$ cat config.mk
export PLATFORM = sky130hd
export DESIGN_NAME = nibble_serial_subtractor_flat
export DESIGN_NICKNAME = d
export VERILOG_FILES = /design/src/rtl/nibble_serial_subtractor_pkg.sv /design/src/rtl/nibble_serial_subtractor_if.sv /design/src/rtl/nibble_serial_subtractor_ttl283.sv /design/src/rtl/nibble_serial_subtractor.sv /design/src/flat_wrapper.sv
export SDC_FILE = /design/constraint.sdc
export NUM_CORES = 1
export LEC_CHECK = 0
export CORE_AREA = 2 2 88 132
export CTS_CLUSTER_DIAMETER = 120
export DETAILED_ROUTE_END_ITERATION = 8
export DIE_AREA = 0 0 90 134
export PLACE_DENSITY_LB_ADDON = 0.2
export SYNTH_ARGS = -nofsm -noshare
export SYNTH_HDL_FRONTEND = slang
export SYNTH_SLANG_ARGS = --single-unit
$ cat constraint.sdc
create_clock -name clk -period 2.35 [get_ports clk]
set_input_delay 0.705 -clock clk [delete_from_list [all_inputs] [get_ports clk]]
set_output_delay 0.705 -clock clk [all_outputs]
set_load 0.03 [all_outputs]
$ cat src/rtl/nibble_serial_subtractor_pkg.sv
// Shared constants and state encoding for the nibble-serial subtractor.
// Latency: n/a (declarations only).
// Backpressure: n/a (declarations only).
//
// Contents: default word width, nibble width, FSM state type.
package nibble_serial_subtractor_pkg;

    localparam int WORD_WIDTH_DEFAULT = 32;
    localparam int NIBBLE_WIDTH       = 4;

    localparam logic [1:0] ST_IDLE = 2'd0;
    localparam logic [1:0] ST_RUN  = 2'd1;
    localparam logic [1:0] ST_DONE = 2'd2;

    typedef enum logic [1:0] {
        IDLE = ST_IDLE,
        RUN  = ST_RUN,
        DONE = ST_DONE
    } state_t;

endpackage

$ cat src/rtl/nibble_serial_subtractor_if.sv
// Operand/result bundle between the control sequencer and the subtractor.
// Latency: n/a (wires only).
// Backpressure: start is only honoured while the subtractor is idle.
//
// Ports (master = sequencer, slave = subtractor):
//   start, a_in, b_in              master -> slave
//   busy, done, result, borrow_out slave -> master
//   negative, zero                 slave -> master, only with SUBTRACTOR_FLAGS_EN
interface nibble_serial_subtractor_if
    import nibble_serial_subtractor_pkg::*;
#(
    parameter int WORD_WIDTH = WORD_WIDTH_DEFAULT
);

    logic                  start;
    logic [WORD_WIDTH-1:0] a_in;
    logic [WORD_WIDTH-1:0] b_in;
    logic                  busy;
    logic                  done;
    logic [WORD_WIDTH-1:0] result;
    logic                  borrow_out;
`ifdef SUBTRACTOR_FLAGS_EN
    logic                  negative;
    logic                  zero;

    modport master (
        output start, a_in, b_in,
        input  busy, done, result, borrow_out, negative, zero
    );

    modport slave (
        input  start, a_in, b_in,
        output busy, done, result, borrow_out, negative, zero
    );
`else
    modport master (
        output start, a_in, b_in,
        input  busy, done, result, borrow_out
    );

    modport slave (
        input  start, a_in, b_in,
        output busy, done, result, borrow_out
    );
`endif

endinterface

$ cat src/rtl/nibble_serial_subtractor_ttl283.sv
// 4-bit carry-lookahead adder slice (74x283 equivalent), purely combinational.
// Latency: 0 cycles.
// Backpressure: none.
//
// Ports: a, b (4-bit addends), c0 (carry in) -> s (4-bit sum), c4 (carry out).
module ttl283_adder (
    input  logic [3:0] a,
    input  logic [3:0] b,
    input  logic       c0,
    output logic [3:0] s,
    output logic       c4
);

    assign {c4, s} = {1'b0, a} + {1'b0, b} + {4'b0000, c0};

endmodule

$ cat src/rtl/nibble_serial_subtractor.sv
// Word subtractor A - B, one nibble per clock through a single 4-bit adder slice.
// Latency: done pulses NIBBLES edges after the accepted start edge; busy for NIBBLES cycles.
// Backpressure: start is ignored while busy or done; nothing is queued.
//
// Ports: clk, reset (synchronous, active-high), bus (slave side of
// nibble_serial_subtractor_if: start/a_in/b_in in, busy/done/result/borrow_out out).
// Optional macro SUBTRACTOR_FLAGS_EN adds registered negative/zero flags.
module nibble_serial_subtractor
    import nibble_serial_subtractor_pkg::*;
#(
    parameter int WORD_WIDTH = WORD_WIDTH_DEFAULT
)(
    input  logic                           clk,
    input  logic                           reset,
    nibble_serial_subtractor_if.slave      bus
);

    localparam int NIBBLES = WORD_WIDTH / NIBBLE_WIDTH;
    localparam int CW      = (NIBBLES > 1) ? $clog2(NIBBLES) : 1;
    localparam logic [CW-1:0] LAST_COUNT = CW'(NIBBLES - 1);

    state_t                state_q;
    state_t                state_d;
    logic [WORD_WIDTH-1:0] a_sr;
    logic [WORD_WIDTH-1:0] b_sr;
    logic [WORD_WIDTH-1:0] result_sr;
    logic [WORD_WIDTH-1:0] result_q;
    logic                  carry_q;
    logic                  borrow_q;
    logic [CW-1:0]         count_q;

    logic [3:0]            slice_b;
    logic [3:0]            slice_sum;
    logic                  slice_c4;
    logic                  last_nibble;
    logic [WORD_WIDTH-1:0] result_next;

    // Subtraction as A + ~B + 1: the +1 is the carry preloaded at start.
    assign slice_b = ~b_sr[NIBBLE_WIDTH-1:0];

    ttl283_adder u_slice (
        .a  (a_sr[NIBBLE_WIDTH-1:0]),
        .b  (slice_b),
        .c0 (carry_q),
        .s  (slice_sum),
        .c4 (slice_c4)
    );

    // Sum nibbles enter at the top so that after NIBBLES shifts the first
    // (least-significant) nibble has walked down to bit 0.
    assign result_next = {slice_sum, result_sr[WORD_WIDTH-1:NIBBLE_WIDTH]};
    assign last_nibble = (count_q == LAST_COUNT);

    always_ff @(posedge clk) begin
        if (reset) begin
            state_q <= IDLE;
        end else begin
            state_q <= state_d;
        end
    end

    always_comb begin
        state_d = state_q;
        case (state_q)
            IDLE:    if (bus.start) state_d = RUN;
            RUN:     if (last_nibble) state_d = DONE;
            DONE:    state_d = IDLE;
            default: state_d = IDLE;
        endcase
    end

    // Datapath: the published result only moves on the DONE-entry edge, so
    // partial sums in result_sr are never visible.
    always_ff @(posedge clk) begin
        if (reset) begin
            a_sr      <= '0;
            b_sr      <= '0;
            result_sr <= '0;
            result_q  <= '0;
            carry_q   <= 1'b0;
            borrow_q  <= 1'b0;
            count_q   <= '0;
        end else begin
            case (state_q)
                IDLE: begin
                    if (bus.start) begin
                        a_sr    <= bus.a_in;
                        b_sr    <= bus.b_in;
                        carry_q <= 1'b1;
                        count_q <= '0;
                    end
                end
                RUN: begin
                    a_sr      <= a_sr >> NIBBLE_WIDTH;
                    b_sr      <= b_sr >> NIBBLE_WIDTH;
                    result_sr <= result_next;
                    carry_q   <= slice_c4;
                    count_q   <= count_q + CW'(1);
                    if (last_nibble) begin
                        result_q <= result_next;
                        // No final carry means A + ~B + 1 did not overflow: A < B.
                        borrow_q <= ~slice_c4;
                    end
                end
                default: ;
            endcase
        end
    end

    assign bus.busy       = (state_q == RUN);
    assign bus.done       = (state_q == DONE);
    assign bus.result     = result_q;
    assign bus.borrow_out = borrow_q;

`ifdef SUBTRACTOR_FLAGS_EN
    logic negative_q;
    logic zero_q;

    always_ff @(posedge clk) begin
        if (reset) begin
            negative_q <= 1'b0;
            zero_q     <= 1'b0;
        end else if (state_q == RUN && last_nibble) begin
            negative_q <= result_next[WORD_WIDTH-1];
            zero_q     <= (result_next == '0);
        end
    end

    assign bus.negative = negative_q;
    assign bus.zero     = zero_q;
`endif

endmodule

$ cat src/flat_wrapper.sv
// flat-port wrapper written by rule: the top's interface ports become plain ports
module nibble_serial_subtractor_flat import nibble_serial_subtractor_pkg::*;
#(
    parameter int WORD_WIDTH = WORD_WIDTH_DEFAULT
)
  (clk, reset, bus_start, bus_a_in, bus_b_in, bus_busy, bus_done, bus_result, bus_borrow_out);
  nibble_serial_subtractor_if #(.WORD_WIDTH(WORD_WIDTH)) bus_i ();
  input  logic clk;
  input  logic reset;
  input wire logic [$bits(bus_i.start)-1:0] bus_start;
  input wire logic [$bits(bus_i.a_in)-1:0] bus_a_in;
  input wire logic [$bits(bus_i.b_in)-1:0] bus_b_in;
  output wire logic [$bits(bus_i.busy)-1:0] bus_busy;
  output wire logic [$bits(bus_i.done)-1:0] bus_done;
  output wire logic [$bits(bus_i.result)-1:0] bus_result;
  output wire logic [$bits(bus_i.borrow_out)-1:0] bus_borrow_out;
  assign bus_i.start = bus_start;
  assign bus_i.a_in = bus_a_in;
  assign bus_i.b_in = bus_b_in;
  assign bus_busy = bus_i.busy;
  assign bus_done = bus_i.done;
  assign bus_result = bus_i.result;
  assign bus_borrow_out = bus_i.borrow_out;
  nibble_serial_subtractor #(.WORD_WIDTH(WORD_WIDTH)) u_core (.clk(clk), .reset(reset), .bus(bus_i));
endmodule
# After elaboration in Yosys (flattened, before gate mapping)
# Cells that the tools add are included.
[op_classes] add_sub_neg=3 mux=11 n_bitwise=2 reduce_logical=5 n_eq_ne=5
[op_table] operator="$pmux 32 s2" n=2
[op_table] operator="$mux 32" n=2
[op_table] operator="$pmux 3 s2" n=1
[op_table] operator="$reduce_and 2->1" n=3
[op_table] operator="$add 4x4->5" n=1
[op_table] operator="$add 5x1->5" n=1
[op_table] operator="$mux 2" n=2
[op_table] operator="$not 4->4" n=1
[op_table] operator="$pmux 2 s2" n=1
[op_table] operator="$add 3x1->3 const B" n=1
[op_table] operator="$eq 3x3->1 const B" n=1
[op_table] operator="$mux 3" n=1
[op_table] operator="$eq 2x1->1 const B" n=1
[op_table] operator="$eq 2x2->1 const B" n=1
[op_table] operator="$logic_not 2->1" n=1
[op_table] operator="$ne 2x1->1 const B" n=1
[op_table] operator="$ne 2x2->1 const B" n=1
[op_table] operator="$pmux 1 s2" n=1
[op_table] operator="$reduce_bool 2->1" n=1
[op_table] operator="$mux 1" n=1
[op_table] operator="$not 1->1" n=1
[word_totals] out_inout_bits=35 word_cells=34 regBits=135 input_bits=67

# Longest topological paths before layout
[logic_depth] ltp_word=4 depth_mapped=7 depth_no_buf=6

# Modules after synthesis
# Synthesis repeated with hierarchy kept, for this count alone.
[unflattened] cells_unflattened=516 hier_area_um2=5267.6
[modules_own_cells] mod="nibble_serial_subtractor" n_inst=1 area_each_um2=5123.7 cells_per_inst=500 seq_area_each_um2=2622.5
[modules_own_cells] mod="ttl283_adder" n_inst=1 area_each_um2=143.9 cells_per_inst=16 seq_area_each_um2=0.0

# Least setup slack after synthesis
# OpenSTA, ideal clock, no wires.
[synth_timing] path_type="flip-flop to flip-flop" start="register u_core.carry_q" end="register u_core.borrow_q, in the netlist u_core.bus.borrow_out" setup_slack_ps=611 arrival_ps=1623 n_path_buf=0 path_stages_with_launch=7 required_time_ps=2234 path_cell_list="dfxtp_1 -> inv_1 -> fa_1 -> fa_1 -> nor2b_1 -> o21ai_0 -> a31o_2"
[synth_between] elab_chain_cells=2
[synth_rtl] item="start: declaration" line_no="nibble_serial_subtractor.sv:28" source="logic carry_q;"
[synth_rtl] item="start signal: assignment" line_no="nibble_serial_subtractor.sv:97" source="carry_q <= slice_c4;"
[synth_rtl] item="$add 5x1->5" line_no="nibble_serial_subtractor_ttl283.sv:14" source="assign {c4, s} = {1'b0, a} + {1'b0, b} + {4'b0000, c0};"
[synth_rtl] item="$not 1->1" line_no="nibble_serial_subtractor.sv:102" source="borrow_q <= ~slice_c4;"
[synth_rtl] item="end signal: assignment" line_no="nibble_serial_subtractor.sv:102"
[synth_rtl] item="end: declaration" line_no="nibble_serial_subtractor.sv:29" source="logic borrow_q;"
# No other way between the ends.
# A chain may end at the register's enable or synchronous reset.

# Final worst setup path
[layout_timing] start="register u_core.state_q[1]" end="output bus_busy"
[layout_between] elab_chain_cells=1
[layout_rtl] item="start: declaration" line_no="nibble_serial_subtractor.sv:22" source="state_t state_q;"
[layout_rtl] item="start signal: assignment" line_no="nibble_serial_subtractor.sv:58" source="state_q <= state_d;"
[layout_rtl] item="$eq 2x1->1" line_no="nibble_serial_subtractor.sv:110" source="assign bus.busy = (state_q == RUN);"
[layout_rtl] item="end: declaration" line_no="flat_wrapper.sv:13" source="output wire logic [$bits(bus_i.busy)-1:0] bus_busy;"
# No other way between the ends.

==> impl_metrics.ini <==
[run_status]
status = finished, final reports clean

[logic_synthesis]
syn_area_per_cell_um2 = 8.28
synthSimpleGateAreaFrac_pct = 22.3
syn-cell-area_um2 = 5330
yosys.area_share.xor_xnor_pct = 0.164
synth_edf_count = 0
synth_top_area_cell = dfxtp_1
synth_compound_area_share_pct = 19.8
synth_commonest_cells = nand2_1 (220), dfxtp_1 (131), nor2_1 (73), a21oi_1 (55), a311oi_1 (42)
synth_fa_ha_area_share_pct = 1.92
synth_top_family_by_area = simple AND/OR/NAND/NOR gates
synth_cell_type_count = 31
ys_ff_latch = 131
synth_most_common_cell = nand2_1
synth_mux_area_share_pct = 0
ys_top_cells_by_area = dfxtp_1 (49%), nand2_1 (15%), a311oi_1 (6.9%), a21oi_1 (5.2%), nor2_1 (5.1%)
ys_dominant_reg_cell = dfxtp_1
synth_seq_area_share_pct = 49.2
synth_top_cell_area_share_pct = 49.2
syn_nets = 718
synthCells = 644
synth_warnings = 0
synthArstFlopShare_pct = 0

[clock_network]
worstSkewPairLatency_ns = 0.41
root_buffer = clkbuf_16
path_clk_slew_ns = 0.05
holdBufCountCts = 0
h-tree-depth = 4
clock_sinks = 131
ctsResizeCount = 0
post_cts_buffers = 0
cts_buffers = 17
clockBufferDepth = 2
cts_tree = yes

[die]
start_util_pct = 48.8
die_area_um2 = 12100
std_cell_rows = 47
ios = 102
core_area_um2 = 10900
die_w_um = 90
die-height_um = 134

[global_routing]
antenna_found_initial = 0
gr-total-overflow = 0
grt_util_all_layers_pct = 20.4
grt_pass1_vias = 4383
grt_start_max_net_pins = 92
grt_pass1_wl_um = 19900

[setup_path]
critPathBufInv = 3
worst_path_largest_cell_delay_ns = 0.32
slowest_stage = nand2b_2
worst_setup_path_start_kind = register
rr_startpoint = u_core.count_q[0]$_SDFFE_PP0P_
crit_required_ns = 1.64
rrSetupSlack_ns = 0.46
end_kind = output pin
crit_fanout = 12
r2r-end = u_core.bus.result[2]$_SDFFE_PP0P_
reg2reg_depth = 6
crit_top_cell = buf_4
setup.worst_path.start = u_core.state_q[1]$_SDFFE_PP0P_
crit_chain = buf_4 > nand2b_2 > inv_2 > buf_4
cp_num_cells = 4
path_class = register to output pin
crit_family = buffers and inverters
arrival_ns = 1.49

[drt]
wl_per_cell_um = 13.6
postRouteAntennaNets = 0
drt_wl_total_um = 11900
num_vias = 4534
wl_met1_um = 4860
drt-initial-drc-count = 208
vias_per_cell = 5.16
remaining_drc_errors = 0
dr.pass1.iters = 4
highest_layer = met4
dr_wl_met2_um = 6360
wl_met3_um = 483

[place]
gp_congestion = 0.779
hpwl_um = 7870
port_buffers = 101

[timing]
hold_viol_final = 0
tightest_slew_ns = 0.615
clock.fmax_mhz = 456
period_share_pct = 93.2
min_period_ns = 2.19
fin_worst_skew_ns = 0.00670
hold_ws_ns = 0.450
slew_headroom_pct = 58.8
finalSetupViolations = 0
drv_slew = 0
setup_tns_ns = 0
grt_setup_unrepaired = no

[job]
maxCapViolations = 0

[layout]
final_core_util_pct = 63.8
layout-drive-gt1-share_pct = 8.61
area_growth_pct = 30.8
fin_nets = 793
antenna_cells = 0

[hold_path]
min_from = u_core.bus.result[9]$_SDFFE_PP0P_
hp-class = register to register
min_to = u_core.bus.result[9]$_SDFFE_PP0P_
hold_depth = 2

[power_and_ir_drop]
peakVddDrop_mv = 0.624
power.leakage_nw = 2.57
powerDensity_nw_per_um2 = 815
power_w = 0.00569
[cell usage in the layout, fill, tap and decap left out, types with 7 or more instances in the layout]
cell,count
nand2_1,220
dfxtp_1,131
inv_1,7
clkbuf_16,17
a311oi_1,42
nor2_1,73
clkdlybuf4s50_1,98
a22oi_1,10
a311oi_2,15
buf_4,8
a21oi_1,55
[layout make-up]
type | instances | area [um^2]
flip-flops and latches | 131 | 2620
inverters | 8 | 30.0
clock inverters | 11 | 158
multi-input cells | 449 | 2370
fillers | 1010 | 3960
repair buffers | 112 | 1150
clock buffers | 21 | 460
well taps | 147 | 184
[worst register-to-register path, cell delays in order (launching register included)]
cell and delay (ns):
dfxtp_1 0.36, ha_1 0.17, ha_1 0.17, and3b_1 0.54, buf_4 0.34, nand2_1 0.09, a21oi_1 0.14
[per-stage QoR]
step	area [um^2]	setup slack [ns]	instances
4_1_cts	6970	0.00435	879
5_1_grt	6980	0.0848	879
6_report	6980	0.159	879
2_1_floorplan	5330	0.611	644
3_5_place_dp	6350	0.190	847
3_3_place_gp	6350	0.268	847
[kinds of logic (layout without fill, tap and decap cells)]
| family | after synthesis | after routing |
|---|---|---|
| simple gates | 305 | 305 |
| compound gates | 136 | 136 |
| flops | 131 | 131 |
| buf+inv | 64 | 152 |
| fa+ha+maj | 7 | 7 |
| xor+xnor | 1 | 1 |
[flip-flops by register name (all words and copies together) (netlist names)]
signal / count
u_core.result_sr: 28
u_core.bus.borrow_out: 1
u_core.count_q: 3
u_core.a_sr: 32
u_core.carry_q: 1
u_core.state_q: 2
u_core.b_sr: 32
u_core.bus.result: 32
[worst max path at each step]
stage	endpoint	slack [ns]
2_1_floorplan	u_core.bus.borrow_out$_SDFFE_PP0P_	0.61
3_3_place_gp	u_core.a_sr[29]$_SDFFE_PP0P_	0.27
3_5_place_dp	u_core.a_sr[4]$_SDFFE_PP0P_	0.19
4_1_cts	bus_done	0.004
5_1_grt	bus_busy	0.08
6_report	bus_busy	0.16
[where the power goes]
group	leakage, nW	switching (W)	internal, W	total (W)
Combinational	1.19	0.000299	0.000258	0.000556
Sequential	1.07	0.0000638	0.00233	0.00240
Clock	0.306	0.000917	0.00182	0.00273
[metal layers]
metal / vias up / track usage, %
met4: 0 / 7.18
met1: 2077 / 22.5
li1: 2331 / -
met2: 106 / 37.3
met3: 20 / 5.90
met5: - / 0
No activity file was read; power rests on OpenSTA's default activity.
